### src/rtl/cen_gen_pkg.sv
// Shared definitions for the multi-channel clock-enable generator:
// sequencer state encoding, standard-rate increments and width helpers.
package cen_gen_pkg;

    typedef enum logic [1:0] {
        ST_IDLE   = 2'd0,
        ST_SETTLE = 2'd1,
        ST_LOAD   = 2'd2,
        ST_RUN    = 2'd3
    } cg_state_e;

    // Increments for a 93.068170 MHz system clock with a 32-bit accumulator
    localparam int unsigned STD_ACC_W  = 32;
    localparam logic [31:0] INC_14M318 = 32'd660764199;
    localparam logic [31:0] INC_7M159  = 32'd330382100;

    // Width needed to index n items, never narrower than one bit
    function automatic int unsigned cg_clog2_min1(input int unsigned n);
        return (n > 1) ? $clog2(n) : 1;
    endfunction

endpackage

### src/rtl/cen_accum_ch.sv
// Single phase-accumulator channel: active increment, accumulator and the
// registered enable pulse plus its divide-by-two pseudo-clock.
module cen_accum_ch
    import cen_gen_pkg::*;
#(
    parameter int unsigned ACC_W = 32
) (
    input  logic             clk,
    input  logic             reset_n,
    input  logic             load,
    input  logic             run,
    input  logic             pause,
    input  logic             clr,
    input  logic [ACC_W-1:0] shadow_inc,
    input  logic [ACC_W-1:0] shadow_phase,
    output logic             cen,
    output logic             tog
);

    logic [ACC_W-1:0] acc_q, acc_d;
    logic [ACC_W-1:0] inc_q, inc_d;
    logic             cen_q, cen_d;
    logic             tog_q, tog_d;
    logic [ACC_W:0]   sum_c;

    // Carry out of the modulo add is the enable; residue stays in acc
    always_comb begin
        acc_d = acc_q;
        inc_d = inc_q;
        cen_d = 1'b0;
        tog_d = tog_q;
        sum_c = {1'b0, acc_q} + {1'b0, inc_q};
        if (load) begin
            inc_d = shadow_inc;
            acc_d = shadow_phase;
        end else if (run && !pause) begin
            acc_d = sum_c[ACC_W-1:0];
            cen_d = sum_c[ACC_W];
            tog_d = tog_q ^ sum_c[ACC_W];
        end
        if (clr) begin
            tog_d = 1'b0;
        end
    end

    always_ff @(posedge clk) begin
        if (!reset_n) begin
            acc_q <= '0;
            inc_q <= '0;
            cen_q <= 1'b0;
            tog_q <= 1'b0;
        end else begin
            acc_q <= acc_d;
            inc_q <= inc_d;
            cen_q <= cen_d;
            tog_q <= tog_d;
        end
    end

    assign cen = cen_q;
    assign tog = tog_q;

endmodule

### src/rtl/cen_gen_multi.sv
// Multi-channel clock-enable generator: lock sequencer, shadow config file
// and NUM_CH phase-accumulator channels started coherently from one clock.
module cen_gen_multi
    import cen_gen_pkg::*;
#(
    parameter  int unsigned NUM_CH     = 5,
    parameter  int unsigned ACC_W      = 32,
    parameter  int unsigned LOCK_DELAY = 1024,
    localparam int unsigned CH_W       = cg_clog2_min1(NUM_CH)
) (
    input  logic              clk,
    input  logic              reset_n,
    input  logic              pll_locked,
    input  logic              cfg_we,
    input  logic [CH_W-1:0]   cfg_ch,
    input  logic [ACC_W-1:0]  cfg_inc,
    input  logic [ACC_W-1:0]  cfg_phase,
    input  logic              resync,
    input  logic [NUM_CH-1:0] pause,
    output logic [NUM_CH-1:0] cen,
    output logic [NUM_CH-1:0] tog,
    output logic              ready
);

    localparam int unsigned CNT_W = cg_clog2_min1(LOCK_DELAY);

    cg_state_e        state_q, state_d;
    logic [CNT_W-1:0] cnt_q, cnt_d;
    logic             ready_q, ready_d;

    logic [ACC_W-1:0] sh_inc_q   [NUM_CH];
    logic [ACC_W-1:0] sh_inc_d   [NUM_CH];
    logic [ACC_W-1:0] sh_phase_q [NUM_CH];
    logic [ACC_W-1:0] sh_phase_d [NUM_CH];

    logic             hold_v_q, hold_v_d;
    logic [CH_W-1:0]  hold_ch_q, hold_ch_d;
    logic [ACC_W-1:0] hold_inc_q, hold_inc_d;
    logic [ACC_W-1:0] hold_phase_q, hold_phase_d;

    logic             load_c;
    logic             run_c;
    logic             clr_c;
    logic             resync_acc_c;
    logic             cfg_hit_c;
    logic [ACC_W-1:0] old_inc_c;
    logic [ACC_W-1:0] old_phase_c;

    // Lock sequencer: IDLE -> SETTLE (LOCK_DELAY cycles) -> LOAD -> RUN
    always_comb begin
        state_d = state_q;
        cnt_d   = cnt_q;
        case (state_q)
            ST_IDLE: begin
                cnt_d = '0;
                if (pll_locked) begin
                    state_d = ST_SETTLE;
                end
            end
            ST_SETTLE: begin
                if (!pll_locked) begin
                    state_d = ST_IDLE;
                    cnt_d   = '0;
                end else if (cnt_q == CNT_W'(LOCK_DELAY - 1)) begin
                    state_d = ST_LOAD;
                    cnt_d   = '0;
                end else begin
                    cnt_d = cnt_q + CNT_W'(1);
                end
            end
            ST_LOAD: begin
                state_d = ST_RUN;
            end
            ST_RUN: begin
                if (!pll_locked) begin
                    state_d = ST_IDLE;
                end else if (resync) begin
                    state_d = ST_LOAD;
                end
            end
            default: begin
                state_d = ST_IDLE;
                cnt_d   = '0;
            end
        endcase
        ready_d = (state_d == ST_RUN);
    end

    // Lock loss in RUN wins over accumulation so the exit cycle is already quiet
    always_comb begin
        load_c       = (state_q == ST_LOAD);
        run_c        = (state_q == ST_RUN) && pll_locked;
        clr_c        = (state_q != ST_IDLE) && (state_d == ST_IDLE);
        resync_acc_c = (state_q == ST_RUN) && pll_locked && resync;
        cfg_hit_c    = cfg_we && (32'(cfg_ch) < NUM_CH);
    end

    // Shadow register file plus the value a write is about to replace
    always_comb begin
        old_inc_c   = '0;
        old_phase_c = '0;
        for (int i = 0; i < int'(NUM_CH); i++) begin
            sh_inc_d[i]   = sh_inc_q[i];
            sh_phase_d[i] = sh_phase_q[i];
            if (cfg_ch == CH_W'(i)) begin
                old_inc_c   = sh_inc_q[i];
                old_phase_c = sh_phase_q[i];
                if (cfg_hit_c) begin
                    sh_inc_d[i]   = cfg_inc;
                    sh_phase_d[i] = cfg_phase;
                end
            end
        end
    end

    // A write landing with an accepted resync must not reach the LOAD it triggers
    always_comb begin
        hold_v_d     = resync_acc_c && cfg_hit_c;
        hold_ch_d    = cfg_ch;
        hold_inc_d   = old_inc_c;
        hold_phase_d = old_phase_c;
    end

    always_ff @(posedge clk) begin
        if (!reset_n) begin
            state_q      <= ST_IDLE;
            cnt_q        <= '0;
            ready_q      <= 1'b0;
            hold_v_q     <= 1'b0;
            hold_ch_q    <= '0;
            hold_inc_q   <= '0;
            hold_phase_q <= '0;
            for (int i = 0; i < int'(NUM_CH); i++) begin
                sh_inc_q[i]   <= '0;
                sh_phase_q[i] <= '0;
            end
        end else begin
            state_q      <= state_d;
            cnt_q        <= cnt_d;
            ready_q      <= ready_d;
            hold_v_q     <= hold_v_d;
            hold_ch_q    <= hold_ch_d;
            hold_inc_q   <= hold_inc_d;
            hold_phase_q <= hold_phase_d;
            for (int i = 0; i < int'(NUM_CH); i++) begin
                sh_inc_q[i]   <= sh_inc_d[i];
                sh_phase_q[i] <= sh_phase_d[i];
            end
        end
    end

    assign ready = ready_q;

    for (genvar g = 0; g < int'(NUM_CH); g++) begin : g_ch
        logic             use_hold_c;
        logic [ACC_W-1:0] ld_inc_c;
        logic [ACC_W-1:0] ld_phase_c;

        assign use_hold_c = hold_v_q && (hold_ch_q == CH_W'(g));
        assign ld_inc_c   = use_hold_c ? hold_inc_q   : sh_inc_q[g];
        assign ld_phase_c = use_hold_c ? hold_phase_q : sh_phase_q[g];

        cen_accum_ch #(
            .ACC_W (ACC_W)
        ) u_ch (
            .clk          (clk),
            .reset_n      (reset_n),
            .load         (load_c),
            .run          (run_c),
            .pause        (pause[g]),
            .clr          (clr_c),
            .shadow_inc   (ld_inc_c),
            .shadow_phase (ld_phase_c),
            .cen          (cen[g]),
            .tog          (tog[g])
        );
    end

endmodule

### config.mk
export PLATFORM = sky130hd
export DESIGN_NAME = cen_gen_multi
export DESIGN_NICKNAME = d
export VERILOG_FILES = /design/src/rtl/cen_gen_pkg.sv /design/src/rtl/cen_accum_ch.sv /design/src/rtl/cen_gen_multi.sv
export SDC_FILE = /design/constraint.sdc
export NUM_CORES = 2
export LEC_CHECK = 0
export BUFFER_PORTS_ARGS = -buffer_cell sky130_fd_sc_hd__buf_2
export CAP_MARGIN = 40
export CORE_ASPECT_RATIO = 1.5
export CORE_MARGIN = 1
export CORE_UTILIZATION = 41
export DETAILED_ROUTE_END_ITERATION = 10
export PLACE_DENSITY_LB_ADDON = 0.15
export SLEW_MARGIN = 10
export SYNTH_ARGS = -nofsm -noshare
export SYNTH_HDL_FRONTEND = slang
export SYNTH_SLANG_ARGS = --single-unit
### constraint.sdc
create_clock -name clk -period 6.9 [get_ports clk]
set_input_delay 0.345 -clock clk [delete_from_list [all_inputs] [get_ports clk]]
set_output_delay 0.345 -clock clk [all_outputs]
set_load 0.005 [all_outputs]
==> flow_results.org <==
** Routing
- After detailed routing, the number of remaining DRC violations is 0.
- The detailed router finished its first iteration with 3436 violations.
- Antenna Nets Post-Route :: 0
- In the routed layout, each cell is associated on average with a via count of 6.01.
- Vias :: 39500
- Wirelength, routed :: 178 mm
- For this run, the detailed router's first-pass iteration total came to 5.
- Wire per inst :: 27.1 um

** Timing
- The routed design could run at a clock period as short as 3680 ps.
- Setup Skew :: 35.2 ps
- Part of the cycle the worst path needs :: 0.533
- Setup-violating endpoint count in the final report :: 0
- Final worst hold slack :: 330 ps
- Final Hold Violating Endpoints :: 0
- FMAX :: 272 MHz
- Total negative setup slack :: 0 ps
- The final max-slew violation count is 0.
- For the pin with the worst max-slew slack, the measured transition is 1150 ps.
- RSZ-0062 raised after global routing :: no
- The worst pin sits at a relative slew slack of 0.232.

** Setup path
- STA puts the critical path data arrival time at 4210 ps.
- Minimum setup slack among reg-to-reg paths :: 3220 ps
- In this run the worst setup path begins at g_ch[3].u_ch.inc_q[0].
- Worst Setup Path Type :: reg2reg
- R2R Path Start :: g_ch[3].u_ch.inc_q[0]
- Worst setup endpoint :: g_ch[3].u_ch.acc_q[28]
- Depth of the most critical reg-to-reg path :: 11
- At the worst endpoint, the required time is 7430 ps.
- Along the worst path, the maximum fanout reaches 5.
- Worst setup SP type :: flop
- Capture point of the worst reg-to-reg path :: g_ch[3].u_ch.acc_q[28]
- Critical Path End Type :: flop

** GRT
- Met2 Track Usage GR :: 0.589
- Initial antenna violation count :: 10
- Most used routing layer in global routing :: met2
- Met1 track demand over resource :: 0.394
- The first global-routing pass estimated 256 mm of wire.
- Leftover overflow at the end of global routing :: 0
- Global-route usage over all layers :: 0.364
- Largest net degree at the start of global routing :: 228
- The via count of the first global-routing pass was 37100.
- Met3 usage in global routing :: 0.0466

** Yosys
- Of the total synthesized cell area, the portion taken by full adders, half adders and majority gates is 0.0539.
- Netlist area before placement :: 39200 sq um
- Dominant combinational cell family by area after synthesis :: compound AO/OA/AOI/OAI gates
- Most frequently used flop master after synthesis :: sky130_fd_sc_hd__dfxtp_1
- In this run the mean area of a mapped cell was 7.35 sq um.
- The synthesized-area fraction occupied by ao, oa, aoi and oai cells was 0.243.
- Yosys printed 0 warnings.
- The number of nets handed over by synthesis was 5575.
- Xor/xnor cell area share of the yosys netlist :: 0.0297
- Of the post-synthesis cell area, the part taken by muxes is 0.0251.
- The synthesized netlist contains 80 unique library cells.
- For this run, asynchronously set or reset flops after synthesis account for 0.
- In this run, synthesis inferred 0 flip-flops with an integrated enable.
- Sequential fraction of the synthesis area :: 0.373
- Cell count after synthesis :: 5332
- Of the total synthesized cell area, the portion taken by AND, OR, NAND and NOR gates is 0.231.
- Number of synthesized register bits :: 731

** Job
- The tool flagged a number of max-cap violations equal to 0.

** Clock network
- Root Buffer :: sky130_fd_sc_hd__clkbuf_16
- Max clock buf depth :: 3
- Clock latency on the worst-skew pair :: 700 ps
- Sink Count :: 731
- CTS built an H-tree with a depth of 3.
- TritonCTS built the clock tree.
- In this run, CTS created clock tree buffers numbering 79.
- Clock transition time at the flip-flop clock pins of the worst setup and hold paths :: 60 ps
- In this run the post-CTS setup repair buffer count came out at 0.

** Cells and area
- Number of nets in the finished design :: 5486
- Layout filler cell count :: 9803
- Synthesis-to-finish area growth :: 12.3%
- Design Area, Final :: 44000 sq um
- Core utilization of the finished layout :: 0.465
- Fraction of final layout cells sized beyond drive strength 1 :: 0.0671

** Floorplanning
- The core region is 94600 sq um.
- Row generation in the floorplan step produced 138 rows.
- Measured along the x axis, the die boundary spans 254 um.
- In this run the vertical extent of the chip is 381 um.
- The floorplan step defined a die boundary enclosing 96900 sq um.
- I/O pin cnt :: 88
- Initial core utilization :: 0.414

** Pwr
- Power spread over the standard cell area amounts to 213 nW/um^2.
- In this run the static leakage power is 15.5 nW.
- Maximum resistive drop on vdd :: 0.159 mV

** Placed design
- Routability congestion estimate :: 0.978
- Once detailed placement completed, the half-perimeter wirelength came to 125 mm.
- Buffers on Ports :: 87
- Post-DP Area :: 40600 sq um

** Run status
- The run finished with clean final reports.

** Worst hold path
- Min-delay worst type :: in2reg
[where the power goes]
part	switching, mW	leakage, nW	internal (mW)	total (mW)
clock	1.93	1.34	2.67	4.61
combinational	0.320	8.25	0.131	0.451
sequential	0.0576	5.90	4.27	4.33
[sequential cells by signal, summed over array words and instances, names as in the netlist]
register / flops
sh_inc_q: 160
hold_ch_q: 3
g_ch.u_ch.cen: 5
hold_v_q: 1
hold_phase_q: 32
cnt_q: 10
ready: 1
state_q: 2
hold_inc_q: 32
g_ch.u_ch.acc_q: 160
g_ch.u_ch.tog: 5
g_ch.u_ch.inc_q: 160
sh_phase_q: 160
[cell families (layout without fill, tap and decap cells)]
| kind of cell | Yosys count | after routing |
|---|---|---|
| AND/OR/NAND/NOR | 2238 | 2238 |
| AO/OA/AOI/OAI | 1542 | 1542 |
| flip-flops | 731 | 731 |
| buffers and inverters | 445 | 420 |
| adder cells (fa/ha/maj) | 166 | 166 |
| XOR/XNOR | 133 | 133 |
| multiplexers | 77 | 77 |
| other | 0 | 8 |
[stage by stage]
step | instances | setup WS, ps | power, mW
floorplan | 5332 | 4130 | 4.61
detailed placement | 6352 | 3410 | 4.82
CTS | 6564 | 3400 | 9.44
global route | 6570 | 3170 | 9.63
global placement | 6338 | 3120 | 4.81
finish | 6575 | 3220 | 9.39
[worst min path at each step]
stage,from,depth (start not counted),slack [ps],endpoint
2_1_floorplan,g_ch[0].u_ch.acc_q[14],2,440,g_ch[0].u_ch.acc_q[14]
3_3_place_gp,g_ch[0].u_ch.acc_q[7],2,450,g_ch[0].u_ch.acc_q[7]
3_5_place_dp,g_ch[1].u_ch.acc_q[8],2,450,g_ch[1].u_ch.acc_q[8]
4_1_cts,cfg_ch[2],4,300,hold_phase_q[13]
5_1_grt,reset_n,3,330,g_ch[3].u_ch.acc_q[13]
6_report,reset_n,3,330,g_ch[1].u_ch.acc_q[30]
[what timing repair did]
| item | CTS | global route |
|---|---|---|
| hold buffers | 67 | 0 |
| resized for setup | 0 | 0 |
| hold endpoints to repair | 322 | 0 |
[cell usage in the layout (no fill, tap or decap), drive strengths merged, types with 16 or more instances in the layout]
cell         synthesis  routed
o21a                19      19
a21o                70      70
o22ai               16      16
inv                 37      42
nand2             1460    1460
a221oi              29      29
a21oi              755     755
nor3                64      64
dlygate4sd3          0      67
mux2i               59      59
o21ai              212     212
a211oi              45      45
a311oi             179     179
a31oi               29      29
xor2                56      56
nor2               473     473
dfxtp              731     731
o211ai              86      86
nand3               71      71
nand4               33      33
and3                20      20
and2                29      29
ha                 161     161
xnor2               77      77
nor2b               39      39
clkbuf             348     114
buf                 60     170
mux4                17      17
[layout make-up]
type | instances | area, sq um | area share
antenna | 8 | 20.0 | 0.000455
clock inverter | 31 | 469 | 0.0107
timing repair buffer | 238 | 1980 | 0.0450
sequential | 731 | 14600 | 0.332
tap | 1260 | 1580 | 0.0358
clock buffer | 114 | 2270 | 0.0515
inverter | 37 | 146 | 0.00332
multi-input combinational | 4156 | 22900 | 0.521
[per-layer routing]
layer  part of all wire  wire length (um)
met3              0.054              9640
met4               0.12             21600
met2               0.46             82900
met1               0.36             64300
met5            0.00027                49
[synth_stat cells (33+ instances only)]
cell,number,share of area
sky130_fd_sc_hd__a21o_1,70,0.013
sky130_fd_sc_hd__ha_1,161,0.051
sky130_fd_sc_hd__mux2i_1,59,0.015
sky130_fd_sc_hd__inv_1,36,0.0034
sky130_fd_sc_hd__xor2_1,56,0.013
sky130_fd_sc_hd__a311oi_1,178,0.040
sky130_fd_sc_hd__nor2b_1,39,0.0062
sky130_fd_sc_hd__nand4_1,33,0.0053
sky130_fd_sc_hd__dfxtp_1,731,0.37
sky130_fd_sc_hd__o21ai_0,202,0.026
sky130_fd_sc_hd__buf_1,45,0.0043
sky130_fd_sc_hd__nor2_1,473,0.045
sky130_fd_sc_hd__clkbuf_1,348,0.033
sky130_fd_sc_hd__a21oi_1,753,0.096
sky130_fd_sc_hd__nand3_1,71,0.0091
sky130_fd_sc_hd__o211ai_1,85,0.016
sky130_fd_sc_hd__nand2_1,1460,0.14
sky130_fd_sc_hd__nor3_1,64,0.0082
sky130_fd_sc_hd__a211oi_1,44,0.0084
sky130_fd_sc_hd__xnor2_1,77,0.017
[critical path: stages, from the launching register on]
cell,delay [ps]
sky130_fd_sc_hd__dfxtp_1,330
sky130_fd_sc_hd__ha_1,250
sky130_fd_sc_hd__fa_1,420
sky130_fd_sc_hd__a21oi_1,210
sky130_fd_sc_hd__o21ai_0,180
sky130_fd_sc_hd__a21o_1,220
sky130_fd_sc_hd__a221oi_1,910
sky130_fd_sc_hd__o211ai_1,300
sky130_fd_sc_hd__a31oi_1,290
sky130_fd_sc_hd__xnor2_1,100
sky130_fd_sc_hd__a221oi_1,270
sky130_fd_sc_hd__nor2_1,60
Power figures use the tool's default switching activity.
